<file path="config.mk">
export PLATFORM = sky130hd
export DESIGN_NAME = decode_hazard_ctrl_flat
export DESIGN_NICKNAME = d
export VERILOG_FILES = /design/src/rtl/cpu_pkg.sv /design/src/rtl/decode_hazard_ctrl_if.sv /design/src/rtl/hazard_match.sv /design/src/rtl/decode_hazard_ctrl.sv /design/src/flat_wrapper.sv
export SDC_FILE = /design/constraint.sdc
export NUM_CORES = 1
export LEC_CHECK = 0
export CELL_PAD_IN_SITES_DETAIL_PLACEMENT = 1
export CELL_PAD_IN_SITES_GLOBAL_PLACEMENT = 1
export CORE_MARGIN = 2
export CORE_UTILIZATION = 38
export CTS_BUF_LIST = sky130_fd_sc_hd__clkbuf_4 sky130_fd_sc_hd__clkbuf_8
export DETAILED_ROUTE_END_ITERATION = 16
export PLACE_DENSITY = 0.91
export SYNTH_ARGS = -nofsm -noshare
export SYNTH_HDL_FRONTEND = slang
export SYNTH_HIERARCHICAL = 1
export SYNTH_SLANG_ARGS = --single-unit
export TNS_END_PERCENT = 10
</file>
<file path="constraint.sdc">
create_clock -name clk -period 3.9 [get_ports clk]
set_input_delay 0.975 -clock clk [delete_from_list [all_inputs] [get_ports clk]]
set_output_delay 0.975 -clock clk [all_outputs]
set_load 0.05 [all_outputs]
</file>
<file path="src/rtl/cpu_pkg.sv">
// Shared CPU types for the decode-stage hazard logic: forwarding select
// encoding and the shadow-pipeline entry that tracks in-flight destinations.
package cpu_pkg;

    localparam int REG_AW = 5;

    typedef enum logic [1:0] {
        FWD_GPR = 2'b00,
        FWD_MEM = 2'b01,
        FWD_EX  = 2'b10
    } fwd_sel_t;

    typedef struct packed {
        logic              v;
        logic [REG_AW-1:0] rd;
        logic              wr;
        logic              ld;
    } shadow_t;

endpackage

</file>
<file path="src/rtl/decode_hazard_ctrl_if.sv">
// Decode-side handshake bundle: decoded instruction fields and memory wait in,
// forwarding selects and pipeline hold/bubble controls out.
interface decode_hazard_ctrl_if #(
    parameter int CNT_W = 16
);
    import cpu_pkg::*;

    logic              id_valid;
    logic [REG_AW-1:0] id_rs;
    logic [REG_AW-1:0] id_rt;
    logic              id_uses_rs;
    logic              id_uses_rt;
    logic [REG_AW-1:0] id_rd;
    logic              id_writes;
    logic              id_is_load;
    logic              mem_wait;
    fwd_sel_t          forward_a;
    fwd_sel_t          forward_b;
    logic              hold_if_id;
    logic              bubble_ex;
    logic [CNT_W-1:0]  stall_count;

    modport master (
        output id_valid, id_rs, id_rt, id_uses_rs, id_uses_rt,
               id_rd, id_writes, id_is_load, mem_wait,
        input  forward_a, forward_b, hold_if_id, bubble_ex, stall_count
    );

    modport slave (
        input  id_valid, id_rs, id_rt, id_uses_rs, id_uses_rt,
               id_rd, id_writes, id_is_load, mem_wait,
        output forward_a, forward_b, hold_if_id, bubble_ex, stall_count
    );

endinterface

</file>
<file path="src/rtl/hazard_match.sv">
// Compares one shadow stage against one decode source operand; register 0
// never matches, and the caller folds id_valid into uses.
module hazard_match
    import cpu_pkg::*;
(
    input  shadow_t           stage,
    input  logic [REG_AW-1:0] src,
    input  logic              uses,
    output logic              match,
    output logic              is_load
);

    assign match   = stage.v & stage.wr & (stage.rd == src) & (src != '0) & uses;
    assign is_load = match & stage.ld;

endmodule

</file>
<file path="src/rtl/decode_hazard_ctrl.sv">
// Decode-stage hazard scheduler: shadows EX/MEM destinations, selects operand
// forwarding, and stalls/bubbles on load-use or freezes on data-memory wait.
module decode_hazard_ctrl
    import cpu_pkg::*;
#(
    parameter int CNT_W = 16
) (
    input  logic                 clk,
    input  logic                 rst_n,
    decode_hazard_ctrl_if.slave  bus
);

    shadow_t          ex_q;
    shadow_t          mem_q;
    logic [CNT_W-1:0] stall_cnt_q;

    logic ex_a_match, ex_a_ld, mem_a_match, mem_a_ld;
    logic ex_b_match, ex_b_ld, mem_b_match, mem_b_ld;
    logic luse;
    logic hold;

    hazard_match u_ex_a (
        .stage(ex_q), .src(bus.id_rs), .uses(bus.id_uses_rs & bus.id_valid),
        .match(ex_a_match), .is_load(ex_a_ld)
    );
    hazard_match u_mem_a (
        .stage(mem_q), .src(bus.id_rs), .uses(bus.id_uses_rs & bus.id_valid),
        .match(mem_a_match), .is_load(mem_a_ld)
    );
    hazard_match u_ex_b (
        .stage(ex_q), .src(bus.id_rt), .uses(bus.id_uses_rt & bus.id_valid),
        .match(ex_b_match), .is_load(ex_b_ld)
    );
    hazard_match u_mem_b (
        .stage(mem_q), .src(bus.id_rt), .uses(bus.id_uses_rt & bus.id_valid),
        .match(mem_b_match), .is_load(mem_b_ld)
    );

    // A matching load never forwards; the consumer waits for the GPR write instead.
    always_comb begin
        bus.forward_a = FWD_GPR;
        bus.forward_b = FWD_GPR;
        if (ex_a_match && !ex_a_ld)        bus.forward_a = FWD_EX;
        else if (mem_a_match && !mem_a_ld) bus.forward_a = FWD_MEM;
        if (ex_b_match && !ex_b_ld)        bus.forward_b = FWD_EX;
        else if (mem_b_match && !mem_b_ld) bus.forward_b = FWD_MEM;
    end

    assign luse            = ex_a_ld | mem_a_ld | ex_b_ld | mem_b_ld;
    assign hold            = bus.mem_wait | luse;
    assign bus.hold_if_id  = hold;
    assign bus.bubble_ex   = luse & ~bus.mem_wait;
    assign bus.stall_count = stall_cnt_q;

    // Memory wait freezes the shadow; a load-use advances MEM but drops EX.
    always_ff @(posedge clk) begin
        if (!rst_n) begin
            ex_q        <= '0;
            mem_q       <= '0;
            stall_cnt_q <= '0;
        end else begin
            if (!bus.mem_wait) begin
                mem_q <= ex_q;
                if (luse) begin
                    ex_q <= '0;
                end else begin
                    ex_q <= '{v:  bus.id_valid,
                              rd: bus.id_rd,
                              wr: bus.id_writes & bus.id_valid,
                              ld: bus.id_is_load};
                end
            end
            if (hold && (stall_cnt_q != '1)) begin
                stall_cnt_q <= stall_cnt_q + {{(CNT_W-1){1'b0}}, 1'b1};
            end
        end
    end

endmodule
</file>
<file path="src/flat_wrapper.sv">
// flat-port wrapper written by rule: the top's interface ports become plain ports
module decode_hazard_ctrl_flat import cpu_pkg::*;
#(
    parameter int CNT_W = 16
)
  (clk, rst_n, bus_id_valid, bus_id_rs, bus_id_rt, bus_id_uses_rs, bus_id_uses_rt, bus_id_rd, bus_id_writes, bus_id_is_load, bus_mem_wait, bus_forward_a, bus_forward_b, bus_hold_if_id, bus_bubble_ex, bus_stall_count);
  decode_hazard_ctrl_if #(.CNT_W(CNT_W)) bus_i ();
  input  logic clk;
  input  logic rst_n;
  input wire logic [$bits(bus_i.id_valid)-1:0] bus_id_valid;
  input wire logic [$bits(bus_i.id_rs)-1:0] bus_id_rs;
  input wire logic [$bits(bus_i.id_rt)-1:0] bus_id_rt;
  input wire logic [$bits(bus_i.id_uses_rs)-1:0] bus_id_uses_rs;
  input wire logic [$bits(bus_i.id_uses_rt)-1:0] bus_id_uses_rt;
  input wire logic [$bits(bus_i.id_rd)-1:0] bus_id_rd;
  input wire logic [$bits(bus_i.id_writes)-1:0] bus_id_writes;
  input wire logic [$bits(bus_i.id_is_load)-1:0] bus_id_is_load;
  input wire logic [$bits(bus_i.mem_wait)-1:0] bus_mem_wait;
  output wire logic [$bits(bus_i.forward_a)-1:0] bus_forward_a;
  output wire logic [$bits(bus_i.forward_b)-1:0] bus_forward_b;
  output wire logic [$bits(bus_i.hold_if_id)-1:0] bus_hold_if_id;
  output wire logic [$bits(bus_i.bubble_ex)-1:0] bus_bubble_ex;
  output wire logic [$bits(bus_i.stall_count)-1:0] bus_stall_count;
  assign bus_i.id_valid = bus_id_valid;
  assign bus_i.id_rs = bus_id_rs;
  assign bus_i.id_rt = bus_id_rt;
  assign bus_i.id_uses_rs = bus_id_uses_rs;
  assign bus_i.id_uses_rt = bus_id_uses_rt;
  assign bus_i.id_rd = bus_id_rd;
  assign bus_i.id_writes = bus_id_writes;
  assign bus_i.id_is_load = bus_id_is_load;
  assign bus_i.mem_wait = bus_mem_wait;
  assign bus_forward_a = bus_i.forward_a;
  assign bus_forward_b = bus_i.forward_b;
  assign bus_hold_if_id = bus_i.hold_if_id;
  assign bus_bubble_ex = bus_i.bubble_ex;
  assign bus_stall_count = bus_i.stall_count;
  decode_hazard_ctrl #(.CNT_W(CNT_W)) u_core (.clk(clk), .rst_n(rst_n), .bus(bus_i));
endmodule
</file>
==> reports/results.md, run 1 <==
- Place WS: -209.8 ps
- capturing element type of the critical path: output port
- number of I/O port buffers: 44
- GRT Total Usage: 0.2123
- global-route wire length before repair: 9156 um
- final worst path period share: 1.010
- distinct cell type count after synthesis: 46
- final weighted congestion in routability-driven placement: 0.8465
- most frequently used flop master after synthesis: sky130_fd_sc_hd__dfxtp_1
- routed via count: 1961
- met2 Usage GRT: 0.3768
- clk root buf: sky130_fd_sc_hd__clkbuf_8
- area share of the largest cell type after synthesis: 0.3301
- layout cell share with drive strength beyond 1: 0.2211
- number of warnings printed during yosys synthesis: 6
- utilization of the core after routing: 0.5542
- antenna violations before repair: 0
- dominant cell type by area after synthesis: sky130_fd_sc_hd__dfxtp_1
- Final Skew: 3.484 ps
- number of primary I/O pins: 45
- die width: 75.46 um
- total number of nets in the final design: 308
- Diodes inserted: 0
- cell area after layout: 2776 um^2
- total wirelength of the detailed-routed design: 5891 um
- count of final hold-check violations: 0
- Die Span Y: 75.46 um
- max-cap violations: 0
- TritonRoute pass-1 iters: 4
- CTS sink count: 32
- path type of the worst min-delay path: reg -> reg
- clock edge transition at the registers on the reported setup and hold paths: 60 ps
- synthesized flop and latch total: 32
- Highest Clock Rate: 0.2539 GHz
- Critical Path RT: 2920 ps
- result of the run: finished with violations
- count of pins over their slew limit: 0
- number of buffers created by CTS: 5
- antenna viol nets, final: 0
- average cell area after synthesis: 8.663 um^2
- insertion delay to the later sink of the worst-skew pair: 280 ps
- CTS tree: built
- area of the core: 5010 um^2
- most common cell in the netlist: sky130_fd_sc_hd__dfxtp_1
- power density relative to cell area: 265.6 nW/um^2
- met3 layer usage reported by global route: 0.04365
- data arrival at the endpoint of the critical path: 2960 ps
- GRT met1 Usage: 0.2561
- Post-synth top cells: sky130_fd_sc_hd__dfxtp_1 (32), sky130_fd_sc_hd__nor2_1 (22), sky130_fd_sc_hd__inv_1 (18), sky130_fd_sc_hd__mux2i_1 (12), sky130_fd_sc_hd__a21oi_1 (11)
- HPWL Detailed: 4296 um
- Finish-stage setup viols: 2
- post-synthesis instance total: 224
- Initial DRC Count: 88
- critical path class: in -> out
- share of the yosys chip area belonging to registers: 0.3301
- P&R area growth vs syn: 43.07%
- proportion of synthesized flip-flops having asynchronous set or reset: 0
- std cell rows: 26
- crit start category: primary input
- Post-Place Cell Area: 2586 um^2
- syn nets: 248
- Post-Synthesis Cell Area: 1941 um^2
- sum of overflow across all layers after global routing: 0
- routing layer with the top usage in global route: met2
- maximum level of the CTS H-tree: 2
- worst-case headroom to the max-slew limit: 0.4416
- number of enable flip-flop cells after synthesis: 0
- biggest area contributors in the synthesized netlist: sky130_fd_sc_hd__dfxtp_1 (33%), sky130_fd_sc_hd__mux2i_1 (6.2%), sky130_fd_sc_hd__nor4bb_4 (5.2%)
- maximum clock path buffer count: 2
- DRC violations left: 0
- via count of the first global-routing pass: 1933
- Worst Tran Pin Value: 834.0 ps
- TNS Setup: -70.15 ps
- initial core utilization: 0.3874
- worst vdd rail ir drop: 0.1861 mV
- failing checks: negative setup slack
- Total Die Area: 5694 um^2
- leakage dissipation: 1.114 nW
- critical path peak fanout: 3
- pin count of the biggest net entering global routing: 29
- post-DR wirelength/cell: 16.59 um
- time the worst path needs with I/O delays and setup: 3939 ps
- worst-case setup margin in the final layout: -38.54 ps
- number of vias per cell after detailed routing: 5.524
- buffers inserted by post-CTS timing repair: 0
what timing repair did:
action / CTS / global route
hold buffers: 0 / 0
pin swaps: 7 / 8
endpoints found under the setup margin: 3 / 4
endpoints found under the hold margin: 0 / 0
gates resized for setup: 16 / 21
layout by cell type, fill, tap and decap left out, types with 3 or more instances in the layout:
cell                               n
sky130_fd_sc_hd__dfxtp_1          32
sky130_fd_sc_hd__clkdlybuf4s50_1  28
sky130_fd_sc_hd__nor2_1           22
sky130_fd_sc_hd__inv_1            18
sky130_fd_sc_hd__buf_4            17
sky130_fd_sc_hd__mux2i_1          12
sky130_fd_sc_hd__a21oi_1          11
sky130_fd_sc_hd__nand2_1           9
sky130_fd_sc_hd__xor2_1            8
sky130_fd_sc_hd__dlygate4sd2_1     7
sky130_fd_sc_hd__o31ai_1           7
sky130_fd_sc_hd__a22oi_1           7
sky130_fd_sc_hd__clkbuf_8          6
sky130_fd_sc_hd__o21ai_0           6
sky130_fd_sc_hd__or4_1             6
sky130_fd_sc_hd__nand3_1           5
sky130_fd_sc_hd__nor4_1            5
sky130_fd_sc_hd__buf_12            4
sky130_fd_sc_hd__and2_4            4
sky130_fd_sc_hd__o22ai_1           4
sky130_fd_sc_hd__a221oi_2          4
sky130_fd_sc_hd__and3b_1           4
sky130_fd_sc_hd__nor4bb_4          4
sky130_fd_sc_hd__nand4_1           3
sky130_fd_sc_hd__and4_1            3
sky130_fd_sc_hd__nand2b_1          3
sky130_fd_sc_hd__or3_1             3
sky130_fd_sc_hd__nor4_2            3
sky130_fd_sc_hd__nand3_2           3
sequential cells by signal, summed over array words and instances (netlist names):
register and cells:
u_core/bus.stall_count 16, u_core/ex_q 8, u_core/mem_q 8
per-layer routing:
layer	part of all wire	up-vias	routed length, um
li1	-	946	-
met1	0.42	951	2482
met2	0.52	51	3044
met3	0.032	13	188
met4	0.030	0	176
met5	0	-	0
layout make-up:
class | count | area (um^2)
tap | 70 | 87.58
inverter | 20 | 77.57
fill | 589 | 2233
sequential | 32 | 640.6
timing repair buffer | 61 | 606.8
multi-input combinational | 164 | 1266
clock buffer | 8 | 97.59
power breakdown:
group	total [mW]	internal (mW)	leakage, nW	switching, mW
Combinational	0.116	0.0534	0.801	0.0622
Clock	0.276	0.158	0.0523	0.118
Sequential	0.346	0.335	0.260	0.0110
per-stage QoR:
stage | instances | total power [mW] | hold slack (ps)
2_1_floorplan | 224 | 0.4098 | 485.9
4_1_cts | 355 | 0.7363 | 501.4
5_1_grt | 355 | 0.7677 | 545.7
3_5_place_dp | 347 | 0.4634 | 494.6
3_3_place_gp | 347 | 0.4566 | 474.3
6_report | 355 | 0.7375 | 501.0
path summary, 6_finish.rpt:
| path | start | end | slack (ps) | cells past startpoint |
|---|---|---|---|---|
| max | bus_id_rt[4] | bus_hold_if_id | -40 | 9 |
| min | u_core/bus.stall_count[15]$_SDFFE_PN0P_ | u_core/bus.stall_count[15]$_SDFFE_PN0P_ | 500 | 2 |
| max reg2reg | u_core/mem_q[2]$_SDFFE_PN0N_ | u_core/bus.stall_count[7]$_SDFFE_PN0P_ | 1360 | 9 |
| min reg2reg | u_core/bus.stall_count[15]$_SDFFE_PN0P_ | u_core/bus.stall_count[15]$_SDFFE_PN0P_ | 500 | 2 |
critical path, cell delays in order:
cell	delay, ps
sky130_fd_sc_hd__clkdlybuf4s50_1	480
sky130_fd_sc_hd__inv_1	70
sky130_fd_sc_hd__o22ai_1	240
sky130_fd_sc_hd__o21bai_2	220
sky130_fd_sc_hd__nor4bb_4	90
sky130_fd_sc_hd__or4_4	560
sky130_fd_sc_hd__nor2_4	130
sky130_fd_sc_hd__inv_4	40
sky130_fd_sc_hd__buf_8	140
cells by family after synthesis:
logic type / count (synthesis) / share of synthesized area
AOI/OAI and AO/OA: 48 / 0.1650
xor gates and xnor gates: 8 / 0.03611
adders and majority gates: 1 / 0.006446
buffers and inverters: 28 / 0.06576
DFF: 32 / 0.3301
muxes: 12 / 0.06190
and+or+nand+nor: 95 / 0.3346
Note: power is estimated with default switching activity, not from simulation.
==> inputs of run 2 (changes only) <==
Settings changed: GPL_TIMING_DRIVEN from default to 0.
==> run 2 against run 1 <==
  * The run still ends with negative setup slack left
  * Cell area decreased by 4.9%
  * Sequential power about the same
  * Clock-buffer cell count decreased by 2
  * Maximum frequency increased by 0.55%
==> reports/results.md, run 2 (synthesis gave the netlist of run 1 again) <==
- startpoint of the worst setup timing path: bus_id_rs[2]
- P_int: 0.5294 mW
- result of the run: finished with violations
- number of vias per cell after detailed routing: 5.755
- leakage dissipation: 1.039 nW
- DRC violations left: 0
- sw power: 0.2162 mW
- portion of total power attributed to sequential cells: 0.465
- Worst Tran Pin Value: 539.2 ps
- Critical Path RT: 2920 ps
- worst-case setup margin in the final layout: -17.04 ps
- pin count of the biggest net entering global routing: 12
- Diodes inserted: 0
- insertion delay to the later sink of the worst-skew pair: 300 ps
- worst-case headroom to the max-slew limit: 0.6390
- layout cell share with drive strength beyond 1: 0.1841
- die width: 75.46 um
- CTS sink count: 32
- maximum level of the CTS H-tree: 2
- Worst Hold Launch: u_core/bus.stall_count[15]$_SDFFE_PN0P_
- number of primary I/O pins: 45
- Highest Clock Rate: 0.2553 GHz
- initial core utilization: 0.3874
- TritonRoute pass-1 iters: 4
- via count of the first global-routing pass: 2039
- maximum clock path buffer count: 2
- power density relative to cell area: 282.4 nW/um^2
- Initial DRC Count: 112
- Finish-stage setup viols: 1
- Place WS: -940.5 ps
- share of power burned in the clock network: 0.381
- count of pins over their slew limit: 0
- post-DR wirelength/cell: 18.68 um
- GRT Total Usage: 0.2233
- slowest library cell on the worst path: sky130_fd_sc_hd__or4_4
- capturing element type of the critical path: output port
- time the worst path needs with I/O delays and setup: 3917 ps
- Hold-fix buffers, CTS: 0
- power share of the combinational group: 0.154
- clk root buf: sky130_fd_sc_hd__clkbuf_8
- Final Skew: 15.23 ps
- count of final hold-check violations: 0
- Die Span Y: 75.46 um
- antenna viol nets, final: 0
- crit start category: primary input
- critical path class: in -> out
- cell breakdown of the critical path: clkdlybuf4s15_2, nor4_1, o21ai_0, and2_1, nor4bb_4, or4_4, nor2_4, buf_6, inv_4, buf_8
- critical register-to-register path startpoint: u_core/mem_q[4]$_SDFFE_PN0N_
- P&R area growth vs syn: 36.04%
- antenna violations before repair: 0
- clock edge transition at the registers on the reported setup and hold paths: 70 ps
- path type of the worst min-delay path: reg -> reg
- area of the core: 5010 um^2
- Total Die Area: 5694 um^2
- data arrival at the endpoint of the critical path: 2940 ps
- most common cell after layout, fill and taps aside: sky130_fd_sc_hd__dfxtp_1
- Design Power: 0.7457 mW
- final weighted congestion in routability-driven placement: 0.7712
- total number of nets in the final design: 300
- number of I/O port buffers: 43
- max FFs per register: 16
- total wirelength of the detailed-routed design: 6483 um
- number of standard cells in the final layout excluding fillers: 347
- global-route wire length before repair: 9694 um
- CTS tree: built
- std cell rows: 26
- failing checks: negative setup slack
- most used cells in the layout excluding fill and tap cells: sky130_fd_sc_hd__dfxtp_1 (32), sky130_fd_sc_hd__clkdlybuf4s50_1 (24), sky130_fd_sc_hd__nor2_1 (22)
- switching part of the total: 0.2900
- HPWL Detailed: 4460 um
- max-cap violations: 0
- biggest cell delay along the critical path: 520 ps
- worst vdd rail ir drop: 0.1917 mV
- routed via count: 1997
- sum of overflow across all layers after global routing: 0
- number of buffers created by CTS: 5
- DP Cell Count: 337
- final worst path period share: 1.004
- unrepaired setup endpoints after global routing: yes
- critical path peak fanout: 6
[run 2: worst paths after layout]
| kind | to | depth (start not counted) | slack, ps |
|---|---|---|---|
| min | u_core/bus.stall_count[15]$_SDFFE_PN0P_ | 2 | 490 |
| max | bus_hold_if_id | 10 | -20 |
| max reg2reg | u_core/bus.stall_count[8]$_SDFFE_PN0P_ | 10 | 1360 |
| min reg2reg | u_core/bus.stall_count[15]$_SDFFE_PN0P_ | 2 | 490 |
[run 2: repair_timing]
action | 4_1_cts | 5_1_grt
pin swaps | 8 | 7
setup buffers | 2 | 0
gates cloned | 0 | 0
setup endpoints to repair | 6 | 3
gates resized for setup | 55 | 25
[run 2: per-layer routing]
metal,GRT usage,vias to the layer above,wire (um),share of wire
met4,0.05263,0,72,0.011
met5,0,-,0,0
met2,0.3971,55,3356,0.52
met1,0.2796,999,2853,0.44
li1,-,933,-,-
met3,0.04101,10,201,0.031
[run 2: power by group through the flow]
stage	clock network, mW	registers, mW	logic [mW]
2_1_floorplan	0	0.355	0.0545
4_1_cts	0.279	0.346	0.107
5_1_grt	0.301	0.348	0.123
3_5_place_dp	0	0.353	0.105
3_3_place_gp	0	0.353	0.100
6_report	0.284	0.347	0.115
[run 2: through the flow]
step / hold WS (ps) / cell area [um^2] / util / TNS [ps]
floorplan: 485.9 / 1946 / - / -260.8
global placement: 471.6 / 2464 / 0.4918 / -3395
detailed placement: 482.9 / 2464 / 0.4918 / -3921
CTS: 492.1 / 2600 / 0.5190 / 0
global route: 530.8 / 2640 / 0.5270 / -128.6
finish: 488.0 / 2640 / 0.5270 / -17.04
[run 2: area by class of cell]
type	instances	area [um^2]
clock inverter	2	15.01
timing repair buffer	45	429.2
buffer	8	50.05
sequential	32	640.6
fill	619	2370
tap	70	87.58
clock buffer	6	82.58
multi-input combinational	164	1257
inverter	20	77.57
[run 2: worst max-delay path, delay by kind of cell]
| kind | cells | cell delay (ps) |
|---|---|---|
| and+or+nand+nor | 5 | 1290 |
| AOI/OAI and AO/OA | 1 | 120 |
| buffers and inverters | 4 | 550 |
